**src/rtl/alu_cmd_issue_if.sv**
```systemverilog
// Handshake bundle between the command producer, the issue stage, the ALU and the result consumer.
// The slave modport is the issue stage's view of the bundle.
interface alu_cmd_issue_if #(
   parameter int unsigned N     = 4,
   parameter int unsigned DEPTH = 4
);
   localparam int unsigned CW = $clog2(DEPTH) + 1;

   logic          in_valid;
   logic          in_ready;
   logic [N-1:0]  in_a;
   logic [N-1:0]  in_b;
   logic [1:0]    in_op;

   logic [N-1:0]  alu_a;
   logic [N-1:0]  alu_b;
   logic [1:0]    alu_op;
   logic [N-1:0]  alu_result;

   logic          out_valid;
   logic          out_ready;
   logic [N-1:0]  out_result;
   logic [1:0]    out_op;

   logic [CW-1:0] count;

   modport slave (
      input  in_valid, in_a, in_b, in_op, alu_result, out_ready,
      output in_ready, alu_a, alu_b, alu_op, out_valid, out_result, out_op, count
   );

   modport master (
      output in_valid, in_a, in_b, in_op, alu_result, out_ready,
      input  in_ready, alu_a, alu_b, alu_op, out_valid, out_result, out_op, count
   );
endinterface

```
**src/rtl/alu_cmd_issue.sv**
```systemverilog
// Command FIFO and issue stage in front of a combinational N-bit ALU.
// The FIFO head drives the ALU; its result is captured into a valid/ready output slot.
module alu_cmd_issue #(
   parameter int unsigned N     = 4,
   parameter int unsigned DEPTH = 4
) (
   input  logic           clk,
   input  logic           rst,
   alu_cmd_issue_if.slave bus
);
   localparam int unsigned AW = $clog2(DEPTH);
   localparam int unsigned CW = AW + 1;

   typedef struct packed {
      logic [N-1:0] a;
      logic [N-1:0] b;
      logic [1:0]   op;
   } cmd_t;

   cmd_t          mem_q [DEPTH];
   logic [AW-1:0] wr_ptr_q, wr_ptr_d;
   logic [AW-1:0] rd_ptr_q, rd_ptr_d;
   logic [CW-1:0] count_q, count_d;
   logic          out_valid_q, out_valid_d;
   logic [N-1:0]  out_result_q, out_result_d;
   logic [1:0]    out_op_q, out_op_d;

   logic          not_full_c;
   logic          not_empty_c;
   logic          push_c;
   logic          pop_c;
   logic          slot_free_c;
   cmd_t          head_c;

   assign not_full_c  = (count_q != CW'(DEPTH));
   assign not_empty_c = (count_q != CW'(0));
   assign slot_free_c = !out_valid_q || bus.out_ready;
   assign push_c      = bus.in_valid && not_full_c;
   assign pop_c       = not_empty_c && slot_free_c;

   // Head is forced to zero when empty so the ALU never sees stale storage.
   assign head_c      = not_empty_c ? mem_q[rd_ptr_q] : '0;

   assign bus.in_ready   = not_full_c;
   assign bus.alu_a      = head_c.a;
   assign bus.alu_b      = head_c.b;
   assign bus.alu_op     = head_c.op;
   assign bus.out_valid  = out_valid_q;
   assign bus.out_result = out_result_q;
   assign bus.out_op     = out_op_q;
   assign bus.count      = count_q;

   // Storage is intentionally left out of reset.
   always_ff @(posedge clk) begin
      if (push_c && !rst) begin
         mem_q[wr_ptr_q] <= '{a: bus.in_a, b: bus.in_b, op: bus.in_op};
      end
   end

   always_comb begin
      wr_ptr_d     = wr_ptr_q;
      rd_ptr_d     = rd_ptr_q;
      count_d      = count_q;
      out_valid_d  = out_valid_q;
      out_result_d = out_result_q;
      out_op_d     = out_op_q;

      if (push_c) begin
         wr_ptr_d = wr_ptr_q + AW'(1);
      end

      if (pop_c) begin
         rd_ptr_d     = rd_ptr_q + AW'(1);
         out_result_d = bus.alu_result;
         out_op_d     = head_c.op;
         out_valid_d  = 1'b1;
      end else if (slot_free_c) begin
         out_valid_d  = 1'b0;
      end

      case ({push_c, pop_c})
         2'b10:   count_d = count_q + CW'(1);
         2'b01:   count_d = count_q - CW'(1);
         default: count_d = count_q;
      endcase
   end

   always_ff @(posedge clk) begin
      if (rst) begin
         wr_ptr_q     <= '0;
         rd_ptr_q     <= '0;
         count_q      <= '0;
         out_valid_q  <= 1'b0;
         out_result_q <= '0;
         out_op_q     <= '0;
      end else begin
         wr_ptr_q     <= wr_ptr_d;
         rd_ptr_q     <= rd_ptr_d;
         count_q      <= count_d;
         out_valid_q  <= out_valid_d;
         out_result_q <= out_result_d;
         out_op_q     <= out_op_d;
      end
   end
endmodule

```
**src/flat_wrapper.sv**
```systemverilog
// flat-port wrapper written by rule: the top's interface ports become plain ports
module alu_cmd_issue_flat 
#(
   parameter int unsigned N     = 4,
   parameter int unsigned DEPTH = 4
)
  (clk, rst, bus_in_valid, bus_in_a, bus_in_b, bus_in_op, bus_alu_result, bus_out_ready, bus_in_ready, bus_alu_a, bus_alu_b, bus_alu_op, bus_out_valid, bus_out_result, bus_out_op, bus_count);
  alu_cmd_issue_if #(.N(N), .DEPTH(DEPTH)) bus_i ();
  input  logic clk;
  input  logic rst;
  input wire logic [$bits(bus_i.in_valid)-1:0] bus_in_valid;
  input wire logic [$bits(bus_i.in_a)-1:0] bus_in_a;
  input wire logic [$bits(bus_i.in_b)-1:0] bus_in_b;
  input wire logic [$bits(bus_i.in_op)-1:0] bus_in_op;
  input wire logic [$bits(bus_i.alu_result)-1:0] bus_alu_result;
  input wire logic [$bits(bus_i.out_ready)-1:0] bus_out_ready;
  output wire logic [$bits(bus_i.in_ready)-1:0] bus_in_ready;
  output wire logic [$bits(bus_i.alu_a)-1:0] bus_alu_a;
  output wire logic [$bits(bus_i.alu_b)-1:0] bus_alu_b;
  output wire logic [$bits(bus_i.alu_op)-1:0] bus_alu_op;
  output wire logic [$bits(bus_i.out_valid)-1:0] bus_out_valid;
  output wire logic [$bits(bus_i.out_result)-1:0] bus_out_result;
  output wire logic [$bits(bus_i.out_op)-1:0] bus_out_op;
  output wire logic [$bits(bus_i.count)-1:0] bus_count;
  assign bus_i.in_valid = bus_in_valid;
  assign bus_i.in_a = bus_in_a;
  assign bus_i.in_b = bus_in_b;
  assign bus_i.in_op = bus_in_op;
  assign bus_i.alu_result = bus_alu_result;
  assign bus_i.out_ready = bus_out_ready;
  assign bus_in_ready = bus_i.in_ready;
  assign bus_alu_a = bus_i.alu_a;
  assign bus_alu_b = bus_i.alu_b;
  assign bus_alu_op = bus_i.alu_op;
  assign bus_out_valid = bus_i.out_valid;
  assign bus_out_result = bus_i.out_result;
  assign bus_out_op = bus_i.out_op;
  assign bus_count = bus_i.count;
  alu_cmd_issue #(.N(N), .DEPTH(DEPTH)) u_core (.clk(clk), .rst(rst), .bus(bus_i));
endmodule
```
**config.mk**
```make
export PLATFORM = sky130hd
export DESIGN_NAME = alu_cmd_issue_flat
export DESIGN_NICKNAME = d
export VERILOG_FILES = /design/src/rtl/alu_cmd_issue_if.sv /design/src/rtl/alu_cmd_issue.sv /design/src/flat_wrapper.sv
export SDC_FILE = /design/constraint.sdc
export NUM_CORES = 1
export LEC_CHECK = 0
export BUFFER_PORTS_ARGS = -buffer_cell sky130_fd_sc_hd__buf_4
export CORE_UTILIZATION = 49
export DETAILED_ROUTE_END_ITERATION = 12
export PLACE_DENSITY = 0.74
export REMOVE_ABC_BUFFERS = 1
export SLEW_MARGIN = 20
export SYNTH_ARGS = -nofsm -noshare
export SYNTH_HDL_FRONTEND = slang
export SYNTH_SLANG_ARGS = --single-unit
```
**constraint.sdc**
```tcl
create_clock -name clk -period 2 [get_ports clk]
set_input_delay 0.4 -clock clk [delete_from_list [all_inputs] [get_ports clk]]
set_output_delay 0.4 -clock clk [all_outputs]
set_load 0.02 [all_outputs]
```
Word-level counts from Yosys, hierarchy flattened
Memory sizes are Yosys's and may differ from the RTL's. A register that Yosys moved wholly into a read port is not among the register bits.
Index checks and enable logic that the tools add are counted.
{"block": "word_totals", "register_bits": 14, "latch_bits": 0, "ramBits": 40, "romBits": 0, "wordCells": 31, "mem_count": 1}
{"block": "op_classes", "add_sub_neg": 4, "n_mul": 0, "div_mod_pow": 0, "order_cmp": 0, "eq_ne": 3, "shifts": 0, "n_mux": 8, "bitwise_logic": 0, "n_reduce_logical": 9}
{"name": "u_core.mem_q", "depth": 4, "word_bits": 10, "rd": 1, "rd_clocked_by_memory_dff": 1, "write_ports": 1, "line_no": "alu_cmd_issue.sv:20", "rtl": "cmd_t mem_q [DEPTH];"}
{"cell": "10-bit two-way mux", "count": 1}
{"cell": "3-bit case mux with 2 select lines", "count": 1}
{"cell": "2-bit by 1-bit adder with 2-bit output (second input constant)", "count": 2}
{"cell": "1-bit two-way mux", "count": 4}
{"cell": "2-bit two-way mux", "count": 2}
{"cell": "2-bit nonzero test", "count": 2}
{"cell": "3-bit by 1-bit adder with 3-bit output (second input constant)", "count": 1}
{"cell": "1-bit logical AND", "count": 3}
{"cell": "3-bit inequality test (second input constant)", "count": 1}
{"cell": "3-bit nonzero test", "count": 1}
{"cell": "3-bit by 1-bit subtractor with 3-bit output (second input constant)", "count": 1}
{"cell": "2-bit by 1-bit equality test with 1-bit output (second input constant)", "count": 1}
{"cell": "2-bit equality test (second input constant)", "count": 1}
{"cell": "1-bit zero test", "count": 2}
{"cell": "1-bit logical OR", "count": 1}

Longest topological paths before layout
Gate-level depths: netlist of run 1.
{"block": "logic_depth", "ltp_word": 5, "ltp_mapped": 9, "depth_no_buf": 9}

Worst setup path after synthesis of run 1
Ideal clock, no wire load.
{"block": "synth_path", "path_type": "register to register", "start": "register u_core.count_q[2] (netlist: u_core.bus.count[2])", "end": "register u_core.count_q[2] (netlist: u_core.bus.count[2])", "setup_ps": 70, "t_arrival_ps": 2292, "required_ps": 1930, "slack_ps": -362, "stages_incl_launch_ff": 10, "cell_sequence": "dfxtp_1 nor3b_1 inv_1 nand2_1 ha_1 inv_1 fa_1 xor2_1 or3_1 a21oi_1"}
{"block": "synth_between", "elab_chain_len": 4}
{"element": "start, declared", "line_no": "alu_cmd_issue.sv:23", "rtl": "logic [CW-1:0] count_q, count_d;"}
{"element": "start signal, assigned", "line_no": "alu_cmd_issue.sv:99", "rtl": "count_q <= count_d;"}
{"element": "3-bit inequality test (*)", "line_no": "alu_cmd_issue.sv:35", "rtl": "assign not_full_c = (count_q != CW'(DEPTH));"}
{"element": "named net bus_in_ready", "line_no": "flat_wrapper.sv:17", "rtl": "output wire logic [$bits(bus_i.in_ready)-1:0] bus_in_ready;"}
{"element": "1-bit logical AND (*)", "line_no": "alu_cmd_issue.sv:38", "rtl": "assign push_c = bus.in_valid && not_full_c;"}
{"element": "2-bit by 1-bit equality test with 1-bit output / 2-bit equality test (equally long branches)", "line_no": "alu_cmd_issue.sv:81", "rtl": "case ({push_c, pop_c})"}
{"element": "3-bit case mux with 2 select lines / 2-bit nonzero test (equally long branches)"}
Mark *: on every way through the listed nets, which the timed path passes. The rest lies on a longest branch.
A chain may end at the register's enable or synchronous reset.

==> impl_metrics.toml, run 1 <==
[outcome]
status = "finished, violations left"
violations = "negative setup slack"

[sta]
max_freq_mhz = 500
worst-slew-pin-transition_ns = 0.324
fin_ws_ns = -0.00157
slew_headroom = 0.784
hold_viol = 0
skew_ns = 0.00386
fin_crit_sh = 1.00
rsz0062_at_grt = "true"
slew_violations = 0
finalCriticalPeriod_ns = 2.00
setup-violations-final = 2

[routing]
via_per_inst = 5.37
first_iter_violations = 79
drt-total-wl_um = 4100
wl_per_cell_um = 15.9
dr.pass1.iters = 4
drcViolationCount = 0
vias = 1386
postRouteAntennaNets = 0

[final_layout]
nNetsFinal = 229
fill_cells = 319
final_cells = 258
area_growth_syn_to_layout_pct = 28.4
drive_gt1_frac = 0.422
num_antenna_cells = 0

[worst_hold_path]
min_path_type = "in2reg"
hold_depth = 1
holdCritStartpoint = "bus_in_a[3]"
worst_hold_path.endpoint = "u_core.mem_q[3][9]"

[synthesis]
yosys_warnings = 0
syn-cell-area_um2 = 2250
avgSynthCellArea_um2 = 14.9
yosys.cell_types.count = 25
yosys_register_bits = 56
syn_inst = 151
yosysSeqAreaShare = 0.676

[power_and_ir_drop]
power.total_mw = 4.01
p_leak_nw = 1.08
vdd_drop_max_mv = 0.650
power_density_nw_per_um2 = 1390

[floorplanning]
start_util = 0.513
rows = 24
pin_count = 39
core_um2 = 4380
dieWidth_um = 69.8
die_h_um = 69.8
die_area_um2 = 4870

[global_route]
track_usage = 0.188
overflow = 0
grt_pass1_wl_um = 6910
grt_pass1_vias = 1452
antenna_found_initial = 0
grt_max_degree = 18

[clocking]
cts_tree = "done"
clk_latency_ns = 0.30
hold_buffers = 0
numCtsBuffers = 5
h-tree-depth = 2
clock-sinks = 56
clk_pin_slew_worst_paths_ns = 0.09
cts-root-buf = "clkbuf_8"
cts_buffer_depth = 2

[worst_setup_path]
cp_max_fo = 5
crit_arrival_ns = 1.60
crit_path_start_kind = "flop"
regToRegSetupSlack_ns = 0.07
reg2reg_depth = 9
rr_endpoint = "u_core.bus.count[2]"
required_ns = 1.60
r2r-start = "u_core.bus.count[1]"
critPathCaptureType = "output port"
crit_type = "reg2out"

[place]
gp_congestion = 0.746
placed_cells = 247
portBuffers = 38
dp_slack_ns = -0.0609
dpl.hpwl_um = 2750

[flow_run]
maxCapViolCount = 0
-- synth_stat cells, drive strengths merged --
master | n | area [µm²]
a21oi | 13 | 65.1
a311oi | 1 | 8.76
a31o | 1 | 8.76
and2 | 14 | 87.6
buf | 2 | 12.5
clkbuf | 6 | 23.8
dfxtp | 16 | 320
edfxtp | 40 | 1200
fa | 1 | 20.0
ha | 5 | 62.6
inv | 8 | 30.0
mux4 | 10 | 225
nand2 | 1 | 3.75
nand2b | 1 | 6.26
nand3 | 8 | 40.0
nor2 | 5 | 18.8
nor2b | 1 | 6.26
nor3 | 2 | 15.0
nor3b | 1 | 7.51
o21ai | 10 | 50.1
or3 | 3 | 18.8
xor2 | 2 | 17.5
-- cell usage in the layout (no fill, tap or decap), types with 4 or more instances in the layout --
cell type  instances
and2_1             8
a21oi_1           12
o21ai_0           10
edfxtp_1          40
buf_4             42
and2_4             6
dfxtp_1           13
ha_1               4
nand3_1            8
buf_6             11
mux4_2            10
clkbuf_8           5
nor2_1             4
inv_1              8
-- registers in the layout, indices dropped and copies added, names as in the netlist, named ones only --
signal,count
u_core.bus.out_op,2
u_core.rd_ptr_q,2
u_core.mem_q,40
u_core.bus.out_result,4
u_core.bus.count,3
u_core.wr_ptr_q,2
u_core.bus.out_valid,1
-- layer usage --
metal	GRT usage	vias up	share of wire
li1	-	660	-
met1	0.235	699	0.42
met2	0.324	22	0.54
met3	0.0494	5	0.026
met4	0.0556	0	0.0095
met5	0	-	0
-- cell families after synthesis --
| logic type | share of synthesized area |
|---|---|
| and+or+nand+nor | 0.0907 |
| buffers and inverters | 0.0295 |
| muxes | 0.100 |
| AOI/OAI and AO/OA | 0.0590 |
| adders and majority gates | 0.0367 |
| DFF | 0.676 |
| xor gates and xnor gates | 0.00779 |
-- area by class of cell --
type / count / area [µm²] / share of cell area
clock inverters: 1 / 5.00 / 0.00173
clock buffers: 7 / 76.3 / 0.0264
multi-input cells: 79 / 698 / 0.242
flip-flops and latches: 56 / 1530 / 0.529
well taps: 52 / 65.1 / 0.0225
repair buffers: 55 / 487 / 0.168
inverters: 8 / 30.0 / 0.0104
-- report_power, final --
part / leakage, nW / switching (mW) / internal, mW / total (mW)
combinational: 0.543 / 0.924 / 1.02 / 1.94
sequential: 0.496 / 0.0865 / 1.41 / 1.49
clock: 0.0422 / 0.328 / 0.247 / 0.575
total: 1.08 / 1.34 / 2.67 / 4.01
-- how the worst max path moves through the flow --
stage | startpoint | to | slack, ns | cells past startpoint
2_1_floorplan | u_core.bus.count[2] | u_core.bus.count[2] | -0.36 | 9
3_3_place_gp | bus_out_ready | u_core.bus.count[2] | 0.05 | 9
3_5_place_dp | u_core.bus.count[2] | u_core.bus.count[2] | -0.06 | 9
4_1_cts | flop | bus_alu_op[0] | -0.03 | 4
5_1_grt | flop | bus_alu_op[0] | -0.07 | 4
6_report | flop | bus_alu_op[1] | -0.002 | 4
-- per-stage QoR --
stage	cell area, µm²	util	hold slack, ns	TNS [ns]
after floorplan	2210	-	0.469	-0.485
after global placement	2680	0.612	0.465	0
after detailed placement	2680	0.612	0.470	-0.0609
after CTS	2880	0.658	0.290	-0.0853
after global routing	2890	0.659	0.278	-0.457
final	2890	0.659	0.299	-0.00311
-- what timing repair did --
action | 4_1_cts | 5_1_grt
setup buffers | 2 | 0
setup endpoints to repair | 11 | 11
gates resized for setup | 26 | 2
pin swaps | 8 | 3
cloned | 1 | 0
hold endpoints to repair | 0 | 0
-- worst max-delay path: stages, from the launching register on --
cell     delay, ns
dfxtp_4       0.39
buf_12        0.13
mux4_2        0.50
and2_1        0.16
buf_6         0.13
Power figures use the tool's default switching activity.
==> inputs of run 2 (changes only) <==
Settings changed: CORE_ASPECT_RATIO set to 0.75.
==> impl_metrics.toml, run 2 (synthesis gave the netlist of run 1 again) <==
[floorplanning]
rows = 20
die_area_um2 = 4870
dieWidth_um = 80.2
pin_count = 39
die_h_um = 60.7
core_um2 = 4230
start_util = 0.532

[sta]
slew_violations = 0
setup-tns-final_ns = -0.155
worst-slew-pin-transition_ns = 0.335
max_freq_mhz = 491
fin_ws_ns = -0.0382
slew_headroom = 0.775
rsz0062_at_grt = "true"
fin_crit_sh = 1.02
hold_viol = 0
skew_ns = 0.00608
setup-violations-final = 10
finalCriticalPeriod_ns = 2.04
whs_ns = 0.288

[clocking]
numCtsBuffers = 5
cts_tree = "done"
cts-root-buf = "clkbuf_8"
hold_buffers = 0
clk_pin_slew_worst_paths_ns = 0.09
cts_buffer_depth = 2
h-tree-depth = 2
clk_latency_ns = 0.31
clock-sinks = 56

[power_and_ir_drop]
power.total_mw = 4.09
power_density_nw_per_um2 = 1400
p_leak_nw = 1.09
vdd_drop_max_mv = 0.771

[global_route]
antenna_found_initial = 0
overflow = 0
track_usage = 0.199
grt_pass1_wl_um = 6700
grt_max_degree = 18
grt_pass1_vias = 1428

[place]
gp_congestion = 0.759
post_dp_cell_area_um2 = 2690
dpl.hpwl_um = 2850
portBuffers = 38

[routing]
postRouteAntennaNets = 0
dr.pass1.iters = 4
via_per_inst = 5.43
first_iter_violations = 54
drcViolationCount = 0
drt-total-wl_um = 4350
wl_per_cell_um = 16.6
vias = 1429

[worst_setup_path]
crit_type = "reg2out"
crit_arrival_ns = 1.64
cp_max_fo = 5
critPathCaptureType = "output port"
crit_path_start_kind = "flop"
required_ns = 1.60

[final_layout]
layout_common_cells = "43 x buf_4, 40 x edfxtp_1, 12 x a21oi_1, 12 x dfxtp_1, 12 x buf_6"
largest_reg_flops = 40
final_common_cell = "buf_4"
nNetsFinal = 231
fin_area_um2 = 2920
fill_cells = 275
drive_gt1_frac = 0.423
num_antenna_cells = 0
top_register = "u_core.mem_q"
finish.utilization = 0.691
area_growth_syn_to_layout_pct = 29.8

[flow_run]
maxCapViolCount = 0

[outcome]
status = "finished, violations left"
violations = "negative setup slack"

[worst_hold_path]
min_path_type = "in2reg"
==> run 2: through the flow <==
stage | std cells | worst slack, ns
4_1_cts | 261 | -0.0413
3_3_place_gp | 250 | 0.0480
5_1_grt | 263 | -0.0833
2_1_floorplan | 143 | -0.362
3_5_place_dp | 250 | -0.101
6_report | 263 | -0.0382
==> run 2: per-layer routing <==
| metal | share of wire | wire [µm] | vias to the layer above | global-route usage |
|---|---|---|---|---|
| li1 | - | - | 667 | - |
| met1 | 0.41 | 1800 | 719 | 0.237 |
| met5 | 0 | 0 | - | 0 |
| met4 | 0.022 | 97 | 0 | 0.107 |
| met3 | 0.035 | 154 | 10 | 0.0496 |
| met2 | 0.53 | 2300 | 33 | 0.341 |
==> run 2: where the power goes <==
group          switching [mW]  internal (mW)  total (mW)
combinational           0.945           1.03        1.97
sequential             0.0978           1.41        1.51
clock                   0.332          0.278       0.610
total                    1.37           2.72        4.09
==> run 2: layout make-up <==
class | instances | area (µm²) | share of cell area
flip-flops and latches | 56 | 1530 | 0.524
multi-input cells | 79 | 697 | 0.239
repair buffers | 57 | 505 | 0.173
clock buffers | 7 | 86.3 | 0.0296
well taps | 55 | 68.8 | 0.0236
inverters | 8 | 30.0 | 0.0103
clock inverters | 1 | 3.75 | 0.00129
==> run 2: path summary, 6_finish.rpt <==
check	start	to	slack [ns]	cells past startpoint
worst max-delay path	flop	bus_alu_op[1]	-0.04	4
worst min-delay path	bus_in_op[0]	u_core.mem_q[0][0]	0.29	1
worst max register to register	u_core.bus.count[0]	u_core.bus.count[2]	0.03	9
worst min register to register	u_core.bus.out_op[1]	u_core.bus.out_op[1]	0.49	2
==> run 2: worst max-delay path, cell delays in order (launching register included) <==
cell     delay, ns
dfxtp_4       0.40
buf_12        0.13
mux4_2        0.52
and2_4        0.16
buf_6         0.12
==> run 2: what timing repair did <==
action,in CTS,in global routing
pin swaps,7,4
endpoints found under the setup margin,11,11
gates cloned,1,0
resized for setup,25,4
buffers inserted,2,2
